## config.mk

```make
export PLATFORM = sky130hd
export DESIGN_NAME = sprite_drawer
export DESIGN_NICKNAME = d
export VERILOG_FILES = /design/src/rtl/sprite_drawer.sv
export SDC_FILE = /design/constraint.sdc
export NUM_CORES = 2
export LEC_CHECK = 0
export CELL_PAD_IN_SITES_DETAIL_PLACEMENT = 1
export CELL_PAD_IN_SITES_GLOBAL_PLACEMENT = 1
export CORE_UTILIZATION = 29
export CTS_CLUSTER_DIAMETER = 60
export DETAILED_ROUTE_END_ITERATION = 10
export PLACE_DENSITY_LB_ADDON = 0.1
export SLEW_MARGIN = 30
export SYNTH_ARGS = -nofsm -noshare
export SYNTH_HDL_FRONTEND = slang
export SYNTH_SLANG_ARGS = --single-unit
```

## constraint.sdc

```tcl
create_clock -name clk -period 4.3 [get_ports clk]
set_clock_uncertainty 0.15 [all_clocks]
set_input_delay 0.86 -clock clk [delete_from_list [all_inputs] [get_ports clk]]
set_output_delay 0.86 -clock clk [all_outputs]
set_load 0.02 [all_outputs]
```

## src/rtl/sprite_drawer.sv

```systemverilog
// CHIP-8 display engine: DXYN XOR sprite draw with collision and 00E0 clear.
// Owns the 64x32 framebuffer and provides a registered row-read port for the scanner.
module sprite_drawer (
    input  logic         clk,
    input  logic         rst_n,
    input  logic         start,
    input  logic         clear,
    input  logic [7:0]   x,
    input  logic [7:0]   y,
    input  logic [3:0]   n,
    input  logic [11:0]  i_addr,
    output logic         mem_rd_req,
    output logic [11:0]  mem_addr,
    output logic [3:0]   mem_read_len,
    input  logic [119:0] mem_data,
    output logic         busy,
    output logic         done,
    output logic         collision,
    input  logic [4:0]   fb_rd_row,
    output logic [63:0]  fb_rd_data
);

    typedef enum logic [2:0] {StIdle, StReq, StLatch, StDraw, StClear, StDone} state_e;

    state_e state_q, state_d;

    logic [5:0]   x0_q;
    logic [4:0]   y0_q;
    logic [3:0]   n_q;
    logic [119:0] buf_q;
    logic [4:0]   cnt_q;
    logic         acc_q;
    logic         coll_q;
    logic         op_draw_q;
    logic         mem_rd_req_q;
    logic [11:0]  mem_addr_q;
    logic [3:0]   mem_len_q;
    logic [63:0]  fb_q [32];
    logic [63:0]  fb_rd_data_q;

    logic [119:0] sprite_sh;
    logic [7:0]   sprite_byte;
    logic [7:0]   byte_rev;
    logic [63:0]  draw_mask;
    logic [63:0]  old_row;
    logic [5:0]   row_sum;
    logic         row_clip;
    logic [4:0]   row_idx;
    logic         unused_bits;

    always_ff @(posedge clk or negedge rst_n) begin
        if (!rst_n) begin
            state_q <= StIdle;
        end else begin
            state_q <= state_d;
        end
    end

    always_comb begin
        state_d = state_q;
        unique case (state_q)
            StIdle: begin
                if (clear) begin
                    state_d = StClear;
                end else if (start) begin
                    state_d = (n == 4'd0) ? StDone : StReq;
                end
            end
            StReq:   state_d = StLatch;
            StLatch: state_d = StDraw;
            StDraw:  if (cnt_q[3:0] == n_q - 4'd1) state_d = StDone;
            StClear: if (cnt_q == 5'd31) state_d = StDone;
            StDone:  state_d = StIdle;
            default: state_d = StIdle;
        endcase
    end

    // Row r lives in byte (n-1-r) of the buffer: the first fetched byte is the most significant.
    always_comb begin
        sprite_sh   = buf_q >> {n_q - 4'd1 - cnt_q[3:0], 3'b000};
        sprite_byte = sprite_sh[7:0];
        byte_rev    = '0;
        for (int k = 0; k < 8; k++) begin
            byte_rev[k] = sprite_byte[7-k];
        end
        // Bits shifted past column 63 fall off: no horizontal wrap.
        draw_mask = {56'd0, byte_rev} << x0_q;
        row_sum   = {1'b0, y0_q} + {2'b00, cnt_q[3:0]};
        row_clip  = row_sum[5];
        row_idx   = row_sum[4:0];
        old_row   = fb_q[row_idx];
    end

    assign unused_bits = ^{x[7:6], y[7:5], sprite_sh[119:8]};

    always_ff @(posedge clk or negedge rst_n) begin
        if (!rst_n) begin
            x0_q      <= '0;
            y0_q      <= '0;
            n_q       <= '0;
            buf_q     <= '0;
            cnt_q     <= '0;
            acc_q     <= 1'b0;
            coll_q    <= 1'b0;
            op_draw_q <= 1'b0;
        end else begin
            case (state_q)
                StIdle: begin
                    if (clear) begin
                        cnt_q     <= '0;
                        op_draw_q <= 1'b0;
                    end else if (start) begin
                        x0_q      <= x[5:0];
                        y0_q      <= y[4:0];
                        n_q       <= n;
                        op_draw_q <= 1'b1;
                        acc_q     <= 1'b0;
                    end
                end
                StLatch: begin
                    buf_q <= mem_data;
                    acc_q <= 1'b0;
                    cnt_q <= '0;
                end
                StDraw: begin
                    cnt_q <= cnt_q + 5'd1;
                    if (!row_clip) acc_q <= acc_q | (|(old_row & draw_mask));
                end
                StClear: cnt_q <= cnt_q + 5'd1;
                StDone:  if (op_draw_q) coll_q <= acc_q;
                default: ;
            endcase
        end
    end

    // mmu request is only ever entered from IDLE, so the live operands are the latched ones.
    always_ff @(posedge clk or negedge rst_n) begin
        if (!rst_n) begin
            mem_rd_req_q <= 1'b0;
            mem_addr_q   <= '0;
            mem_len_q    <= '0;
        end else begin
            mem_rd_req_q <= (state_d == StReq);
            mem_addr_q   <= (state_d == StReq) ? i_addr : 12'd0;
            mem_len_q    <= (state_d == StReq) ? n : 4'd0;
        end
    end

    always_ff @(posedge clk or negedge rst_n) begin
        if (!rst_n) begin
            for (int i = 0; i < 32; i++) begin
                fb_q[i] <= '0;
            end
        end else if (state_q == StDraw && !row_clip) begin
            fb_q[row_idx] <= old_row ^ draw_mask;
        end else if (state_q == StClear) begin
            fb_q[cnt_q] <= '0;
        end
    end

    always_ff @(posedge clk or negedge rst_n) begin
        if (!rst_n) begin
            fb_rd_data_q <= '0;
        end else begin
            fb_rd_data_q <= fb_q[fb_rd_row];
        end
    end

    assign busy         = (state_q != StIdle);
    assign done         = (state_q == StDone);
    assign collision    = coll_q;
    assign mem_rd_req   = mem_rd_req_q;
    assign mem_addr     = mem_addr_q;
    assign mem_read_len = mem_len_q;
    assign fb_rd_data   = fb_rd_data_q;

endmodule

```

Word-level counts from Yosys, hierarchy flattened:

Index checks and enable logic that the tools add are counted.

* add/sub/neg operators: 4
* mux-type cells: 29
* eq/ne operators: 12
* reductions and logical operators: 18
* shifts and indexed selects: 2
* $lt $le $gt $ge: 5
* bitwise logic cells: 9

Operator list (number)
* $mux W2048: 2
* $and A2048 B2048 Y2048: 1
* $bwmux W2048: 1
* $not A2048 Y2048: 1
* $bmux W64 S5: 2
* $demux W64 S5: 2
* $mux W64: 6
* $shr A120 B7 Y8: 1
* $and A64 B64 Y64: 1
* $reduce_or A64 Y1: 1
* $shl A8 B6 Y64: 1
* $xor A64 B64 Y64: 1
* $ge A6 B6 Y1 const B: 3
* $not A5 Y6: 3
* $mux W3: 5
* $pmux W3 S5: 1
* $pmux W5 S3: 1
* $lt A6 B1 Y1 const B: 2
* $mux W12: 1
* $reduce_bool A3 Y1: 3
* $ne A2 B2 Y1 const B: 4
* $add A5 B4 Y6: 1
* $eq A3 B1 Y1 const B: 2
* $eq A3 B2 Y1 const B: 2
* 21 further kinds: 31

* register bits: 2275
* logic and storage cells: 124
* output and inout bits: 84
* input bits: 161

Logic depth before layout (Yosys ltp):

* word-level depth: 10
* gate-level depth with buffers: 20
* gate-level depth less buffers: 17

Worst setup path after synthesis:

OpenSTA, ideal clock, no wires.

* path type: register to register
* from: reg n_q[0]
* to: reg acc_q
* setup time: 0.142 ns
* period minus slack after synthesis: 4.633 ns
* data required time: 4.008 ns
* path buffers: 1
* arrival time: 4.341 ns
* cell stages (with the launch flop): 18
* slack: -0.333 ns
* path through: dfrtp_1 > inv_1 > ha_1 > fa_1 > xnor2_1 > buf_4 > mux4_2 > mux2i_1 > nor3_1 > or2_1 > mux4_2 > mux2i_2 > o22ai_1 > ha_1 > nor4_1 > nand4_1 > nor4_1 > o32ai_1

* cells in the longest elaborated chain, start to end: 9

Ends and longest elaborated chain
* start: declaration: line 29 `logic [3:0] n_q;`
* start signal: assignment: line 115 `n_q <= n;`
* $sub A4 B1 Y4: line 80 `sprite_sh = buf_q >> {n_q - 4'd1 - cnt_q[3:0], 3'b000};`
* $sub A4 B4 Y4: line 80
* $shr A120 B7 Y8: line 80
* $shl A8 B6 Y64: line 87 `draw_mask = {56'd0, byte_rev} << x0_q;`
* $and A64 B64 Y64: line 127 `if (!row_clip) acc_q <= acc_q | (|(old_row & draw_mask));`
* $reduce_or A64 Y1: line 127
* $or A1 B1 Y1: line 127
* $mux W1: line 127
* $pmux W1 S3: line 107 `case (state_q)`
* end signal: assignment: line 127
* end: declaration: line 32 `logic acc_q;`

Every way passes these cells. The select of a mux whose other input is x is not followed.
A chain may end at the register's enable or synchronous reset.

Worst setup path in the final report:

Ends and elaborated chain as after synthesis.

==> flow_summary.json <==
{
  "viasPerCell": 6.49,
  "grt_remaining_overflow": 0,
  "ios": 245,
  "antenna_left": 0,
  "initial_core_util_pct": 29.2,
  "yosys.area_share.simple_pct": 2.23,
  "synth_xor_area_share_pct": 0.0906,
  "finalCritPeriodShare_pct": 119,
  "cts.sinks": 2275,
  "wl_per_cell_um": 44.7,
  "area_delta_synth_final_pct": 27.6,
  "dp.cells": 13269,
  "violations": "setup timing",
  "layout_common_cells": "2,275 x dfrtp_1, 2,050 x a22o_1, 1,183 x mux4_2, 542 x buf_4, 435 x buf_12",
  "clk_pin_slew_ns": 0.06,
  "critPathArrivalTime_ns": 5.75,
  "setup_viol": 2035,
  "fin_setup_tns_ns": -946.99,
  "rows": 230,
  "dieArea_mm2": 0.398,
  "layout_commonest_cell": "dfrtp_1",
  "hp-class": "primary input to flop",
  "instances_no_fill": 13934,
  "place_ws_ns": -1.28,
  "drive_gt1_share_pct": 36.0,
  "synth_top_family_by_area": "multiplexers",
  "rsz0062_at_grt": "true",
  "hold_ws_ns": 0.321,
  "setup_slack_ns": -0.819,
  "netlist_area_mm2": 0.115,
  "die_height_um": 631,
  "ys_async_sr_fraction_pct": 100,
  "final_cell_area_mm2": 0.146,
  "cts_tree": "built",
  "postRouteWirelength_um": 623000,
  "drtPass1Iterations": 5,
  "synth_compound_area_share_pct": 18.2,
  "ys_seq_area_share_pct": 49.7,
  "syn_nets": 8088,
  "cts.path.max_buffers": 4,
  "synth_top_cells_by_area": "dfrtp_1 50%, mux4_2 23%, a22o_1 16%",
  "syn_inst": 7848,
  "cp-end-kind": "flop",
  "ys_ff_latch": 2275,
  "power_density_mw_per_mm2": 803,
  "grt_usage_pct": 30.7,
  "cts_root_buffer": "clkbuf_16",
  "nFillCells": 39356,
  "report.power.total_mw": 117,
  "fp.coreArea_mm2": 0.393,
  "synth_top_area_cell": "dfrtp_1",
  "synth_top_area_share_pct": 49.7,
  "clock_latency_ns": 1.00,
  "post-route-min-period_ns": 5.12,
  "crit_required_ns": 4.93,
  "outcome": "finished with violations",
  "grt_pass1_vias": 93759,
  "yosys_warnings": 0,
  "antenna_found_initial": 40,
  "final_util_pct": 37.2,
  "grt_max_degree": 134,
  "synth_fa_ha_area_share_pct": 0.876,
  "synth_edf_count": 0,
  "nNetsFinal": 8694,
  "drc": 0,
  "worst_ir_drop_vdd_uv": 853,
  "fmax_ghz": 0.195,
  "worst_pin_slew_ns": 0.901,
  "cts_made_buffers": 324,
  "post_dp_cell_area_mm2": 0.133,
  "hold_viol": 0,
  "synthDistinctLibCells": 77,
  "vias": 90369,
  "post_synth.cell_area_avg_um2": 14.6,
  "routabilityCongestion": 0.882,
  "start_kind": "flop",
  "drv_cap": 0,
  "critPathKind": "flop to flop",
  "die_w_um": 631,
  "slew_headroom_pct": 39.7,
  "place_hpwl_um": 381000,
  "first_iter_violations": 9973,
  "finalMaxSlewViolations": 0,
  "cp_max_fo": 5,
  "h-tree-depth": 5,
  "grt_first_pass_wirelength_um": 850000,
  "portBuffers": 239,
  "synth.area.mux_share_pct": 25.5,
  "ys.flop_type": "dfrtp_1",
  "power_leakage_nw": 62.8
}
## routing by layer
metal | up-vias | track usage [%] | share of wire, %
li1 | 33259 | - | -
met1 | 50941 | 42.3 | 41
met2 | 4975 | 47.2 | 45
met3 | 1176 | 6.27 | 8.7
met4 | 18 | 12.8 | 4.8
met5 | - | 0 | 0.019
## critical path, stage by stage, from the launching register on
cell and delay [ns]:
dfrtp_1 0.41, buf_6 0.13, ha_4 0.16, fa_2 0.41, xnor2_4 0.19, buf_12 0.14
buf_12 0.11, mux4_2 0.50, mux2i_2 0.19, nor3_2 0.07, or2_1 0.25, mux4_2 0.59
a2bb2oi_4 0.28, a21oi_1 0.13, ha_1 0.24, nor4_1 0.35, nand4_1 0.21, nor4_2 0.31
o32ai_1 0.11
## final timing paths
path / from / to / slack [ns] / cells after the start
max: n_q[0] / acc_q / -0.82 / 18
min: i_addr[6] / mem_addr[6] / 0.32 / 2
max reg2reg: n_q[0] / acc_q / -0.82 / 18
min reg2reg: y0_q[3] / y0_q[3] / 0.35 / 2
max in group asynchronous: rst_n / fb_q[724] / 2.26 / 4
min in group asynchronous: rst_n / fb_q[758] / 0.35 / 2
## power breakdown
part	total (mW)	internal, mW	switching (mW)	leakage (nW)
clock	27.9	16.7	11.2	5.34
sequential	22.3	21.9	0.449	31.5
combinational	67.2	25.2	42.0	26.0
total	117	63.8	53.7	62.8
## area by class of cell
cell class | instances | area (um^2) | area share, %
Clock inverter | 129 | 1660 | 1.13
Sequential cell | 2275 | 56900 | 38.9
Timing Repair Buffer | 1278 | 16300 | 11.2
Multi-Input combinational cell | 4555 | 55400 | 37.9
Tap cell | 5220 | 6530 | 4.47
Antenna cell | 10 | 25.0 | 0.0171
Clock buffer | 447 | 9260 | 6.33
Inverter | 20 | 75.1 | 0.0513
## repair_timing
action	4_1_cts	5_1_grt
pin swaps	41	46
gates resized for setup	125	79
buffers inserted	29	23
hold buffers	1	0
hold endpoints to repair	15	0
gates cloned	8	23
setup endpoints to repair	2049	2049
## registers in the layout, indices dropped and copies added (netlist names), 3 cells and up
register      count
mem_read_len      4
fb_rd_data       64
fb_q           2048
y0_q              5
n_q               4
x0_q              6
buf_q           120
cnt_q             5
state_q           3
mem_addr         12
## cells by family (layout without fill, tap and decap cells)
group | count (synthesis) | after routing
simple gates | 579 | 579
fa+ha+maj | 79 | 79
compound gates | 2477 | 2477
buf+inv | 1018 | 1874
xor+xnor | 11 | 11
mux | 1409 | 1409
other cells | 0 | 10
flops | 2275 | 2275
## cells in the mapped netlist, types with 5 or more instances
| library cell | count |
|---|---|
| a211o_1 | 7 |
| a21o_1 | 8 |
| a21oi_1 | 100 |
| a221o_1 | 19 |
| a221oi_1 | 5 |
| a22o_1 | 2050 |
| a22oi_1 | 111 |
| a311oi_1 | 14 |
| a31oi_1 | 40 |
| and2_1 | 19 |
| and3_1 | 28 |
| buf_1 | 199 |
| buf_2 | 25 |
| buf_6 | 5 |
| clkbuf_1 | 762 |
| dfrtp_1 | 2275 |
| ha_1 | 77 |
| inv_1 | 18 |
| mux2_2 | 186 |
| mux2i_1 | 35 |
| mux4_2 | 1182 |
| nand2_1 | 299 |
| nand3_1 | 37 |
| nand4_1 | 29 |
| nor2_1 | 112 |
| nor2b_1 | 6 |
| nor3_1 | 10 |
| nor4_1 | 18 |
| o21ai_0 | 31 |
| o21ai_1 | 27 |
| o221ai_1 | 6 |
| o22ai_1 | 21 |
| o32ai_1 | 5 |
| xnor2_1 | 6 |
(Power assumes the default switching activity.)
